<file path="config.mk">
export PLATFORM = sky130hd
export DESIGN_NAME = tx_fifo_arbiter
export DESIGN_NICKNAME = d
export VERILOG_FILES = /design/src/rtl/tx_fifo_arbiter.sv
export SDC_FILE = /design/constraint.sdc
export NUM_CORES = 1
export LEC_CHECK = 0
export ABC_AREA = 1
export CAP_MARGIN = 20
export CORE_MARGIN = 10
export CORE_UTILIZATION = 39
export CTS_BUF_LIST = sky130_fd_sc_hd__clkbuf_4
export CTS_CLUSTER_SIZE = 12
export DETAILED_ROUTE_END_ITERATION = 6
export PLACE_DENSITY = 0.79
export REMOVE_ABC_BUFFERS = 1
export SLEW_MARGIN = 0
export SYNTH_ARGS = -nofsm -noshare
export SYNTH_HDL_FRONTEND = slang
export SYNTH_SLANG_ARGS = --single-unit
</file>
<file path="constraint.sdc">
create_clock -name clk -period 3 [get_ports clk]
set_input_delay 0.3 -clock clk [delete_from_list [all_inputs] [get_ports clk]]
set_output_delay 0.3 -clock clk [all_outputs]
set_load 0.01 [all_outputs]
</file>
<file path="src/rtl/tx_fifo_arbiter.sv">
// Frame-granular round-robin arbiter sharing one UART TX FIFO between two producers.
// Define TX_ARB_LEN_CHECK_EN to enforce the announced frame length against the bytes written.
module tx_fifo_arbiter #(
    parameter int unsigned FIFO_DEPTH = 2048,
    parameter int unsigned MARGIN     = 48,
    parameter int unsigned GAP_CYCLES = 4
) (
    input  logic        clk,
    input  logic        rst,
    input  logic        ena,
    input  logic        clr_err,

    input  logic        req0,
    input  logic [9:0]  len0,
    input  logic        wen0,
    input  logic [7:0]  wdata0,
    input  logic        last0,
    output logic        gnt0,

    input  logic        req1,
    input  logic [9:0]  len1,
    input  logic        wen1,
    input  logic [7:0]  wdata1,
    input  logic        last1,
    output logic        gnt1,

    output logic        tx_fifo_wen,
    output logic [7:0]  tx_fifo_wdata,
    input  logic        tx_fifo_full,
    input  logic [11:0] tx_fifo_usedw,

    output logic        busy,
    output logic        ovf_err,
    output logic        drop_err,
    output logic        len_err
);

    localparam logic [12:0] DepthW  = 13'(FIFO_DEPTH);
    localparam logic [12:0] MarginW = 13'(MARGIN);
    localparam logic [3:0]  GapLast = 4'(GAP_CYCLES - 1);

    typedef enum logic [1:0] {StIdle, StCheck, StXfer, StGap} state_e;

    state_e      state_q, state_d;
    logic        sel_q, sel_d;
    logic        ptr_q, ptr_d;
    logic [9:0]  len_q, len_d;
    logic [3:0]  gap_cnt_q, gap_cnt_d;
    logic        space_ok_q, space_ok_d;
    logic        wen_q, wen_d;
    logic [7:0]  wdata_q, wdata_d;
    logic        ovf_q, ovf_d;
    logic        drop_q, drop_d;
    logic        ovf_set, drop_set;

    logic        req_sel, wen_sel, last_sel;
    logic [7:0]  wdata_sel;
    logic [12:0] free_space, need_space;

`ifdef TX_ARB_LEN_CHECK_EN
    logic [9:0]  cnt_q, cnt_d;
    logic [9:0]  cnt_inc;
    logic        len_err_q, len_err_d;
    logic        len_set;
`endif

    assign gnt0 = (state_q == StXfer) && !sel_q;
    assign gnt1 = (state_q == StXfer) && sel_q;
    assign busy = (state_q != StIdle);

    assign req_sel   = sel_q ? req1   : req0;
    assign wen_sel   = sel_q ? wen1   : wen0;
    assign last_sel  = sel_q ? last1  : last0;
    assign wdata_sel = sel_q ? wdata1 : wdata0;

    // Space check is pipelined one cycle; it tracks len_d so a freshly latched
    // length is already reflected when CHECK first evaluates it.
    assign free_space = DepthW - {1'b0, tx_fifo_usedw};
    assign need_space = {3'b000, len_d} + MarginW;
    assign space_ok_d = (len_d == 10'd0) || (free_space >= need_space);

`ifdef TX_ARB_LEN_CHECK_EN
    assign cnt_inc = cnt_q + 10'd1;
`endif

    always_comb begin
        state_d   = state_q;
        sel_d     = sel_q;
        ptr_d     = ptr_q;
        len_d     = len_q;
        gap_cnt_d = gap_cnt_q;
        wen_d     = 1'b0;
        wdata_d   = wdata_q;
        ovf_set   = 1'b0;
        drop_set  = (wen0 && !gnt0) || (wen1 && !gnt1);
`ifdef TX_ARB_LEN_CHECK_EN
        cnt_d     = cnt_q;
        len_set   = 1'b0;
`endif

        unique case (state_q)
            StIdle: begin
                if (ena && (req0 || req1)) begin
                    if (ptr_q) begin
                        sel_d = req1 ? 1'b1 : 1'b0;
                    end else begin
                        sel_d = req0 ? 1'b0 : 1'b1;
                    end
                    len_d   = sel_d ? len1 : len0;
                    state_d = StCheck;
                end
            end

            StCheck: begin
                if (!req_sel) begin
                    state_d = StIdle;
                end else if (space_ok_q) begin
                    state_d = StXfer;
`ifdef TX_ARB_LEN_CHECK_EN
                    cnt_d   = 10'd0;
`endif
                end
            end

            StXfer: begin
                if (wen_sel) begin
                    wdata_d = wdata_sel;
                    wen_d   = !tx_fifo_full;
                    ovf_set = tx_fifo_full;
`ifdef TX_ARB_LEN_CHECK_EN
                    cnt_d   = cnt_inc;
                    if (last_sel) begin
                        if ((len_q != 10'd0) && (cnt_inc < len_q)) begin
                            len_set = 1'b1;
                        end
                        state_d   = StGap;
                        gap_cnt_d = 4'd0;
                        ptr_d     = !sel_q;
                    end else if ((len_q != 10'd0) && (cnt_inc == len_q)) begin
                        // Announced length exhausted without last: cut the grant.
                        len_set   = 1'b1;
                        state_d   = StGap;
                        gap_cnt_d = 4'd0;
                        ptr_d     = !sel_q;
                    end
`else
                    if (last_sel) begin
                        state_d   = StGap;
                        gap_cnt_d = 4'd0;
                        ptr_d     = !sel_q;
                    end
`endif
                end
            end

            StGap: begin
                if (gap_cnt_q == GapLast) begin
                    state_d = StIdle;
                end else begin
                    gap_cnt_d = gap_cnt_q + 4'd1;
                end
            end

            default: state_d = StIdle;
        endcase

        // A new error event wins over a coincident clear.
        ovf_d  = (ovf_q && !clr_err) || ovf_set;
        drop_d = (drop_q && !clr_err) || drop_set;
`ifdef TX_ARB_LEN_CHECK_EN
        len_err_d = (len_err_q && !clr_err) || len_set;
`endif
    end

    always_ff @(posedge clk or negedge rst) begin
        if (!rst) begin
            state_q    <= StIdle;
            sel_q      <= 1'b0;
            ptr_q      <= 1'b0;
            len_q      <= 10'd0;
            gap_cnt_q  <= 4'd0;
            space_ok_q <= 1'b0;
            wen_q      <= 1'b0;
            wdata_q    <= 8'd0;
            ovf_q      <= 1'b0;
            drop_q     <= 1'b0;
        end else begin
            state_q    <= state_d;
            sel_q      <= sel_d;
            ptr_q      <= ptr_d;
            len_q      <= len_d;
            gap_cnt_q  <= gap_cnt_d;
            space_ok_q <= space_ok_d;
            wen_q      <= wen_d;
            wdata_q    <= wdata_d;
            ovf_q      <= ovf_d;
            drop_q     <= drop_d;
        end
    end

`ifdef TX_ARB_LEN_CHECK_EN
    always_ff @(posedge clk or negedge rst) begin
        if (!rst) begin
            cnt_q     <= 10'd0;
            len_err_q <= 1'b0;
        end else begin
            cnt_q     <= cnt_d;
            len_err_q <= len_err_d;
        end
    end

    assign len_err = len_err_q;
`else
    assign len_err = 1'b0;
`endif

    assign tx_fifo_wen   = wen_q;
    assign tx_fifo_wdata = wdata_q;
    assign ovf_err       = ovf_q;
    assign drop_err      = drop_q;

endmodule

</file>
==> results.json <==
{
  "status": "finished, final reports clean",
  "drive_above_1_share_pct": 10.69,
  "p_clk_share_pct": 9.3,
  "setup_viol": 0,
  "worst_r2r_endpoint": "space_ok_q$_DFF_PN0_",
  "insertion_delay_ps": 320,
  "path_class": "in2reg",
  "setup_tns_ps": 0,
  "reg2reg_slack_ps": 380,
  "viasPerCell": 4.811,
  "layout_commonest_cell": "nand2_1",
  "cts_tree": "built",
  "start_util_pct": 40.76,
  "crit_path_end_kind": "flip-flop",
  "slew_violations": 0,
  "maxCapViolCount": 0,
  "placed_area_um2": 3067,
  "worstPathArrival_ps": 2850,
  "h-tree-depth": 2,
  "cts_root_buffer": "clkbuf_4",
  "syn_area_per_cell_um2": 7.190,
  "ir_drop_uv": 306.7,
  "r2r-start": "state_q[0]$_DFFE_PN0P_",
  "drt-initial-drc-count": 99,
  "finalCritPeriodShare_pct": 87.87,
  "grt_usage_pct": 12.58,
  "intPower_w": 0.001283,
  "ios": 74,
  "global_route.overflow_total": 0,
  "diodes": 0,
  "postCtsHoldBufs": 0,
  "wl_per_cell_um": 12.69,
  "numPortBuffers": 72,
  "comb_power_share_pct": 60.5,
  "p_leak_nw": 1.521,
  "stdcell_count": 465,
  "finalCriticalPeriod_ps": 2636,
  "switching_power_w": 0.001061,
  "netlist_area_um2": 2272,
  "grt.met2_usage_pct": 22.98,
  "critPathMaxFanout": 7,
  "chipWidth_um": 96.33,
  "grt_pass1_vias": 2230,
  "syn_inst": 316,
  "finalInstanceArea_um2": 3115,
  "rsz0062_at_grt": "false",
  "ys.flop_type": "dfrtp_1",
  "clk_pin_slew_ps": 90,
  "power_density_nw_per_um2": 752.2,
  "cts_resized": 0,
  "cts_inserted_buffers": 5,
  "fmaxAchievable_mhz": 379.3,
  "post_cts_buffers": 0,
  "cts_sinks": 30,
  "drtAntennaViolNets": 0,
  "async_reset_ff_share_pct": 100.0,
  "routed_wirelength_mm": 5.901,
  "area_delta_synth_final_pct": 37.11,
  "gp_congestion": 0.8438,
  "hpwl_mm": 4.856,
  "skew_ps": 6.025,
  "drtPass1Iterations": 5,
  "synth-edff-count": 0,
  "place_inst": 457,
  "worstPathRequired_ps": 3220,
  "final_core_util_pct": 55.89,
  "antenna_found_initial": 0,
  "globalRouteMet3Util_pct": 2.957,
  "final_nets": 466,
  "grt.met1_usage_pct": 14.15,
  "grt_pass1_wl_mm": 9.563,
  "hp-class": "in2async",
  "coreArea_um2": 5574,
  "gr-max-usage-layer": "met2",
  "tightestPinTransition_ps": 519.4,
  "synth-warning-count": 0,
  "slew-limit-headroom_pct": 65.38,
  "ys_seq_area_share_pct": 33.04,
  "dieArea_um2": 9279,
  "finalHoldWorstSlack_ps": 362.1,
  "clk_path_buf_depth": 2,
  "sequentialPowerShare_pct": 30.2,
  "via_count": 2237,
  "ys_seq_elements": 30,
  "die_h_um": 96.33,
  "grt_start_max_net_pins": 31,
  "ys_types": 34,
  "rows": 27,
  "final_cell_mix": "81 x nand2_1, 72 x clkdlybuf4s50_1, 44 x inv_1",
  "p_sw_share_pct": 45.27,
  "r2r_cells": 17,
  "crit_path_start_kind": "input pin",
  "drc": 0,
  "hold_viol": 0
}
==> critical path: stages <==
cell and delay [ps]:
clkdlybuf4s50_1 490, o21ai_2 320, inv_2 80, nand2_2 130
nand2_1 80, nand2_2 110, ha_1 260, nor2_4 60
xor2_1 150, ha_1 310, nand2_1 100, nor2_1 50
nor2_1 80, nand2_1 60, nor2_1 70, a21oi_1 60
nor2_1 90, nand2_1 60
==> synth_stat cells, types with 3 or more instances <==
cell type   n  share of area [%]
nor2_1     31                5.1
o21ai_0    10                2.2
a21oi_1     6                1.3
nand2_4     3                1.5
nand2_1    81                 13
nand4_1     3               0.83
ha_1       15                8.3
or2_2       4                1.1
nand2_2     9                2.5
inv_1      44                7.3
nand3_1    23                5.1
dfrtp_1    30                 33
nor3_1      5                1.1
xor2_1      8                3.1
a22o_1      3                1.2
nor2_2      3               0.83
xnor2_1     3                1.2
a31oi_1     9                2.5
inv_2       5               0.83
==> cell type report <==
| cell class | count | area (um2) |
|---|---|---|
| Clock inverter | 3 | 11.26 |
| Timing Repair Buffer | 75 | 743.2 |
| Sequential cell | 30 | 750.7 |
| Inverter | 51 | 196.4 |
| Fill cell | 512 | 2459 |
| Multi-Input combinational cell | 229 | 1286 |
| Clock buffer | 5 | 37.54 |
| Tap cell | 72 | 90.09 |
==> per-layer routing <==
| layer | vias to the layer above | routed length (um) |
|---|---|---|
| li1 | 1153 | - |
| met1 | 1002 | 2547 |
| met2 | 73 | 2800 |
| met3 | 9 | 483 |
| met4 | 0 | 69 |
| met5 | - | 0 |
==> worst max path at each step <==
stage                                 startpoint              endpoint  slack [ps]
final                                       req1  space_ok_q$_DFF_PN0_         360
after global routing      state_q[0]$_DFFE_PN0P_  space_ok_q$_DFF_PN0_          60
after CTS                 state_q[0]$_DFFE_PN0P_  space_ok_q$_DFF_PN0_         370
after detailed placement                    req1  space_ok_q$_DFF_PN0_          70
after global placement                      req1  space_ok_q$_DFF_PN0_         170
after floorplan                        flip-flop  space_ok_q$_DFF_PN0_         640
==> power groups by stage <==
stage	clock network, W	registers, W	logic, W
floorplan	0	0.000715	0.000923
global placement	0	0.000706	0.00137
detailed placement	0	0.000711	0.00142
CTS	0.000224	0.000704	0.00143
global route	0.000242	0.000727	0.00161
finish	0.000218	0.000707	0.00142
==> state kept, by name, summed over array words and instances (netlist names), named ones only <==
name	count
len_q	10
tx_fifo_wdata	8
gap_cnt_q	4
drop_err	1
ovf_err	1
ptr_q	1
sel_q	1
space_ok_q	1
state_q	1
tx_fifo_wen	1
==> per-stage QoR <==
stage	power (W)	worst slack (ps)
detailed placement	0.002132	73.02
global route	0.002574	63.21
finish	0.002344	363.9
global placement	0.002081	166.2
floorplan	0.001638	635.9
CTS	0.002359	367.3
==> cell families (layout without fill, tap and decap cells) <==
family / Yosys count / count (layout) / synth area share (%)
DFF: 30 / 30 / 33.04
buffers and inverters: 57 / 134 / 10.35
and+or+nand+nor: 168 / 168 / 34.47
other: 1 / 1 / 0.1650
AOI/OAI and AO/OA: 34 / 34 / 9.472
xor gates and xnor gates: 11 / 11 / 4.240
adders and majority gates: 15 / 15 / 8.260
No activity file was read; power rests on OpenSTA's default activity.
